### src/rtl/avr_serial_tx.sv
// UART transmitter toward the AVR: bytes from fabric logic are buffered in a
// small FIFO and sent as 8N1 frames, LSB first, on the avr_rx pin. The AVR's
// avr_rx_busy line (block) holds back new frames while its buffer is full.
module avr_serial_tx #(
    parameter int CLK_PER_BIT = 100,
    parameter int FIFO_DEPTH  = 4
) (
    input  logic                        clk,
    input  logic                        rst,
    output logic                        tx,
    input  logic                        block,
    input  logic [7:0]                  data,
    input  logic                        new_data,
    output logic                        ready,
    output logic                        overflow,
    output logic                        idle,
    output logic [$clog2(FIFO_DEPTH):0] fifo_count
);

    localparam int AW = $clog2(FIFO_DEPTH);
    localparam int CW = $clog2(CLK_PER_BIT);
    localparam logic [CW-1:0] CNT_MAX = CW'(CLK_PER_BIT - 1);

    typedef enum logic [1:0] {IDLE, START, DATA, STOP} state_t;

    state_t        state, state_next;
    logic [CW-1:0] clk_cnt, clk_cnt_next;
    logic [2:0]    bit_idx, bit_idx_next;
    logic [7:0]    shift, shift_next;
    logic          tx_next;
    logic          block_meta, block_s;

    logic [7:0]    mem [FIFO_DEPTH];
    logic [AW:0]   wr_ptr, rd_ptr;
    logic          full, empty, push, pop;

    // The extra pointer bit tells a full FIFO apart from an empty one.
    assign empty      = (wr_ptr == rd_ptr);
    assign full       = (wr_ptr[AW] != rd_ptr[AW]) && (wr_ptr[AW-1:0] == rd_ptr[AW-1:0]);
    assign ready      = !full;
    assign push       = new_data && !full;
    assign fifo_count = wr_ptr - rd_ptr;
    assign idle       = (state == IDLE) && empty;

    // Two-flop synchronizer for block; resets to 1 so the link starts out blocked.
    always_ff @(posedge clk) begin
        if (rst) begin
            block_meta <= 1'b1;
            block_s    <= 1'b1;
        end else begin
            block_meta <= block;
            block_s    <= block_meta;
        end
    end

    // FIFO storage; no reset needed since the pointers define what is valid.
    always_ff @(posedge clk) begin
        if (push) begin
            mem[wr_ptr[AW-1:0]] <= data;
        end
    end

    // FIFO pointers and the one-cycle overflow pulse for rejected writes.
    always_ff @(posedge clk) begin
        if (rst) begin
            wr_ptr   <= '0;
            rd_ptr   <= '0;
            overflow <= 1'b0;
        end else begin
            if (push) begin
                wr_ptr <= wr_ptr + (AW+1)'(1);
            end
            if (pop) begin
                rd_ptr <= rd_ptr + (AW+1)'(1);
            end
            overflow <= new_data && full;
        end
    end

    // Frame sequencer state and the registered, glitch-free tx output.
    always_ff @(posedge clk) begin
        if (rst) begin
            state   <= IDLE;
            clk_cnt <= '0;
            bit_idx <= '0;
            shift   <= '0;
            tx      <= 1'b1;
        end else begin
            state   <= state_next;
            clk_cnt <= clk_cnt_next;
            bit_idx <= bit_idx_next;
            shift   <= shift_next;
            tx      <= tx_next;
        end
    end

    // Next-state logic; block is only looked at in IDLE so a started frame always completes.
    always_comb begin
        state_next   = state;
        clk_cnt_next = clk_cnt;
        bit_idx_next = bit_idx;
        shift_next   = shift;
        pop          = 1'b0;
        case (state)
            IDLE: begin
                if (!empty && !block_s) begin
                    pop          = 1'b1;
                    shift_next   = mem[rd_ptr[AW-1:0]];
                    clk_cnt_next = '0;
                    state_next   = START;
                end
            end
            START: begin
                if (clk_cnt == CNT_MAX) begin
                    clk_cnt_next = '0;
                    bit_idx_next = '0;
                    state_next   = DATA;
                end else begin
                    clk_cnt_next = clk_cnt + CW'(1);
                end
            end
            DATA: begin
                if (clk_cnt == CNT_MAX) begin
                    clk_cnt_next = '0;
                    shift_next   = {1'b0, shift[7:1]};
                    if (bit_idx == 3'd7) begin
                        state_next = STOP;
                    end else begin
                        bit_idx_next = bit_idx + 3'd1;
                    end
                end else begin
                    clk_cnt_next = clk_cnt + CW'(1);
                end
            end
            STOP: begin
                if (clk_cnt == CNT_MAX) begin
                    clk_cnt_next = '0;
                    state_next   = IDLE;
                end else begin
                    clk_cnt_next = clk_cnt + CW'(1);
                end
            end
            default: begin
                state_next = IDLE;
            end
        endcase
    end

    // tx follows the state being entered so it changes exactly on the clock edge.
    always_comb begin
        tx_next = 1'b1;
        case (state_next)
            START:   tx_next = 1'b0;
            DATA:    tx_next = shift_next[0];
            default: tx_next = 1'b1;
        endcase
    end

endmodule

### config.mk
export PLATFORM = sky130hd
export DESIGN_NAME = avr_serial_tx
export DESIGN_NICKNAME = d
export VERILOG_FILES = /design/src/rtl/avr_serial_tx.sv
export SDC_FILE = /design/constraint.sdc
export NUM_CORES = 1
export LEC_CHECK = 0
export BUFFER_PORTS_ARGS = -buffer_cell sky130_fd_sc_hd__buf_2
export CORE_MARGIN = 2
export CORE_UTILIZATION = 60
export CTS_BUF_LIST = sky130_fd_sc_hd__clkbuf_2 sky130_fd_sc_hd__clkbuf_4 sky130_fd_sc_hd__clkbuf_8
export CTS_CLUSTER_SIZE = 24
export DETAILED_ROUTE_END_ITERATION = 16
export PLACE_DENSITY = 0.79
export SLEW_MARGIN = 10
export SYNTH_ARGS = -nofsm -noshare
export SYNTH_HDL_FRONTEND = slang
export SYNTH_SLANG_ARGS = --single-unit
### constraint.sdc
create_clock -name clk -period 2.8 [get_ports clk]
set_input_delay 0.56 -clock clk [delete_from_list [all_inputs] [get_ports clk]]
set_output_delay 0.56 -clock clk [all_outputs]
set_load 0.01 [all_outputs]
# Yosys cells after proc, flatten, opt, wreduce, memory -nomap -nowiden

Memories as Yosys holds them, arrays and structs flattened. A register that Yosys moved wholly into a read port is not among the register bits.
Cells that the tools add are included.
W data, S select, Z words.

Add/sub/neg operators: 5
Multiply operators: 0
Div/mod/pow operators: 0
$lt $le $gt $ge: 0
Equality and inequality tests: 14
Shift-type cells: 0
Mux-type cells: 23
Bitwise operators: 0
Reduce and logical (&&, ||, !) cells: 14

Operator list:

| kind                  | number |
|---|---|
| $mux W8               | 2 |
| $pmux W8 S2           | 1 |
| $mux W2               | 7 |
| $mux W7               | 2 |
| $pmux W7 S2           | 1 |
| $add A3 B1 Y3 const B | 3 |
| $mux W3               | 3 |
| $pmux W2 S4           | 1 |
| $add A7 B1 Y7 const B | 1 |
| $eq A7 B7 Y1 const B  | 1 |
| $eq A2 B2 Y1 const B  | 3 |
| $ne A2 B2 Y1 const B  | 3 |
| $pmux W3 S2           | 1 |
| $logic_and A1 B1 Y1   | 5 |
| $eq A2 B1 Y1 const B  | 2 |
| $mux W1               | 4 |
| $reduce_and A4 Y1     | 1 |
| $reduce_bool A2 Y1    | 2 |
| $eq A3 B3 Y1          | 1 |
| $eq A3 B3 Y1 const B  | 1 |
| $logic_not A1 Y1      | 3 |
| $reduce_and A3 Y1     | 1 |
| $reduce_or A3 Y1      | 1 |
| $sub A3 B3 Y3         | 1 |
| 5 further kinds       | 5 |

Register bits after elaboration: 30
Latch bits: 0
Memory bits (writable): 32
Bits in read-only memories: 0
Input bits: 12
Output and inout bits: 7
Word-level logic and storage cells: 68
Memories kept: 1

Memory list:

| name | depth | bits a word | rd ports | clocked after memory_dff | write ports | RTL line | RTL |
|---|---|---|---|---|---|---|---|
| mem  | 4     | 8           | 1        | 1                        | 1           | 33       | `logic [7:0] mem [FIFO_DEPTH];` |

# Longest topological paths before layout

Depth after elaboration: 7
Depth in mapped cells: 7
Mapped depth without buffers: 6

# Worst setup path after synthesis

OpenSTA, ideal clock, no wires.

Path type: reg-to-output
Start point: reg wr_ptr[0]
End point: out idle
Arrival time: 1293 ps
Required time: 2240 ps
Path slack: 947 ps
Cell stages (with the launch flop): 5
Path buffers: 0
Cells stage by stage: dfxtp_1 inv_1 ha_1 nand2_1 nor4_1

Longest elaborated chain between the ends: 2

RTL lines:

| element                | RTL line | RTL |
|---|---|---|
| start, declared        | 34       | `logic [AW:0] wr_ptr, rd_ptr;` |
| start signal, assigned | 71       | `wr_ptr <= wr_ptr + (AW+1)'(1);` |
| $eq A3 B3 Y1           | 38       | `assign empty = (wr_ptr == rd_ptr);` |
| $logic_and A1 B1 Y1    | 43       | `assign idle = (state == IDLE) && empty;` |
| end, declared          | 16       | `output logic idle,` |

Every way passes these cells.

# Worst setup path in the final report

Same ends and word-level chain as after synthesis.

==> impl_metrics.yaml <==
placed_design:
  place_area_sq_um: 2900
  port_buffers: 18
  finalWeightedCongestion: 0.816
  hpwl_mm: 3.31
finish:
  drive_gt1_share_pct: 21.9
  nets: 269
  syn_to_final_growth_pct: 11.6
  finalInstanceArea_sq_um: 3100
  diodes: 0
critical_path:
  max_stage_delay_ns: 0.41
  cp_max_fo: 6
  crit_type: "flip-flop to output pin"
  crit_slowest_cell: "dfxtp_1"
  cp.arrival_ns: 1.76
  reg2regPathDepth: 4
  r2r_start: "wr_ptr[0]"
  cp-start-kind: "flip-flop"
  r2r_slack_ns: 0.64
  worstPathCellList: "inv_1 -> ha_1 -> nand2_1 -> nor4_1 -> buf_2"
  reg2reg_to: "mem[1][5]"
  end_kind: "output pin"
  required_ns: 2.24
clocking:
  post_cts_buffers: 0
  numCtsBuffers: 9
  clk_pin_slew_ns: 0.07
  cts_sinks: 64
  hold_buffers: 0
  cts.htree.levels: 3
  clock_path_buffers: 2
  tritoncts: "built"
  clk_latency_ns: 0.34
  ctsRootBufferMaster: "clkbuf_8"
  cts_resized: 0
timing:
  min_period_ns: 2.32
  rsz0062_at_grt: "false"
  max_slew.worst_pin.slew_ns: 0.575
  clock-skew-final_ns: 0.00605
  fin_tns_setup_ns: 0
  max-slew-margin-rel_pct: 61.6
  hold_viol: 0
  drv_slew: 0
  fin_crit_sh_pct: 82.9
  finalSetupViolations: 0
  fmax_mhz: 431
global_routing:
  grt_pass1_wl_mm: 8.07
  grt_pass1_vias: 1721
  antenna_found_initial: 0
  grt_overflow: 0
  grt_usage_pct: 21.0
  grt_start_max_net_pins: 33
synthesis:
  synthArstFlopShare_pct: 0
  synth-edff-count: 32
  yosys_register_bits: 64
  synth_nets: 249
  syn_area_per_cell_sq_um: 12.3
  synth_top_cell_by_area: "edfxtp_1"
  yosys_warnings: 0
  synthTopCellsByCount: "dfxtp_1 (32), edfxtp_1 (32), a21oi_1 (17), nand3_1 (17), nand2_1 (13)"
  syn_area_sq_um: 2780
  synthTopCellsByArea: "edfxtp_1 (35%), dfxtp_1 (23%), mux4_2 (6.5%), ha_1 (4.5%), a21oi_1 (3.1%)"
  syn_inst: 226
  yosys.area.top_type_share_pct: 34.6
  ys_types: 47
  synth_ff_type: "edfxtp_1"
  yosysSeqAreaShare_pct: 57.7
floorplanning:
  ios: 19
  dieArea_sq_um: 5190
  core_area_sq_um: 4410
  num_rows: 24
  die_w_um: 72.0
  die_h_um: 72.0
  start_util_pct: 62.9
run_status:
  status: "finished clean"
hold_path:
  holdCritPathClass: "input port to flip-flop"
  worstHoldPathCells: 2
  hold_end: "block_meta"
  min_from: "block"
route:
  antenna_left: 0
  drt_iter0_markers: 93
  routed-via-count: 1787
  drc_errors: 0
  drt_wl_total_mm: 4.80
  via_per_inst: 5.90
  wire_per_inst_um: 15.8
  drt-pass1-iter-count: 4
power:
  ir_drop_uv: 518
  cellPowerDensity_nw_per_um2: 635
  p_leak_nw: 1.09
flow_run:
  cap_violations: 0
-- flip-flops by register name (all words and copies together), names as in the netlist, 2 cells and up, named ones only --
name	flops
bit_idx	3
clk_cnt	7
mem	32
rd_ptr	3
shift	8
state	2
wr_ptr	3
-- layout by cell type, fill, tap and decap left out, drive strengths merged, types with 2 or more instances in the layout --
cell type  netlist  routed
a31oi            6       6
edfxtp          32      32
o211ai           2       2
nor3             6       6
a21oi           18      18
clkinv           0       2
o21ai            5       5
and3             2       2
or2              5       5
dfxtp           32      32
nand2           13      13
clkbuf           7      10
mux4             8       8
nor2             8       8
clkinvlp         0       3
buf              2      18
nor2b            2       2
nand3           17      17
and2             4       4
a311oi           3       3
a22oi            6       6
or3              3       3
inv             10      10
ha              10      10
nand2b           4       4
o21a             2       2
xnor2            3       3
xor2             3       3
-- area by class of cell --
cell class	count	area, sq um
Clock buffer	10	131
Clock inverter	6	70.1
Fill cell	306	1320
Inverter	10	37.5
Multi-Input combinational cell	143	1100
Sequential cell	64	1600
Tap cell	52	65.1
Timing Repair Buffer	18	90.1
-- logic make-up (layout without fill, tap and decap cells) --
family	Yosys count	count (layout)	synth area share [%]
AOI/OAI and AO/OA	47	47	11.2
xor gates and xnor gates	6	6	2.16
adders and majority gates	11	11	5.23
buffers and inverters	19	44	2.61
DFF	64	64	57.7
muxes	9	9	6.85
and+or+nand+nor	70	70	14.2
-- worst max-delay path by stage --
stage,from,endpoint,cells past startpoint
6_report,wr_ptr[0],idle,5
5_1_grt,wr_ptr[0],idle,5
4_1_cts,wr_ptr[0],idle,5
3_5_place_dp,wr_ptr[0],mem[1][7],4
3_3_place_gp,wr_ptr[0],mem[0][1],4
2_1_floorplan,wr_ptr[0],idle,4
-- report_power, final --
part	total [W]	switching [W]	internal [W]
logic	0.000136	0.0000798	0.0000558
clock network	0.000790	0.000367	0.000423
registers	0.00104	0.0000202	0.00102
total	0.00197	0.000467	0.00150
-- worst max-delay path: cells and delay by family, from the launching register on --
family	cells	cell delay [ns]
adders and majority gates	1	0.36
buffers and inverters	2	0.29
DFF	1	0.41
and+or+nand+nor	2	0.36
-- layer usage --
metal / GRT usage, % / share of wire (%) / up-vias
met5: 0 / 0 / -
met1: 27.4 / 46 / 863
met3: 4.58 / 3.4 / 5
met4: 11.3 / 0.94 / 0
li1: - / - / 891
met2: 33.0 / 50 / 28
-- metrics by stage --
stage / utilization, % / setup WS, ns / instances / hold slack, ns / total power (W)
after global routing: 70.2 / 0.338 / 303 / 0.389 / 0.00204
after floorplan: - / 0.947 / 226 / 0.389 / 0.00115
after global placement: 65.6 / 0.813 / 287 / 0.401 / 0.00119
after CTS: 70.2 / 0.459 / 303 / 0.387 / 0.00198
final: 70.2 / 0.479 / 303 / 0.400 / 0.00197
after detailed placement: 65.6 / 0.679 / 287 / 0.399 / 0.00120
No activity file was read; power rests on OpenSTA's default activity.
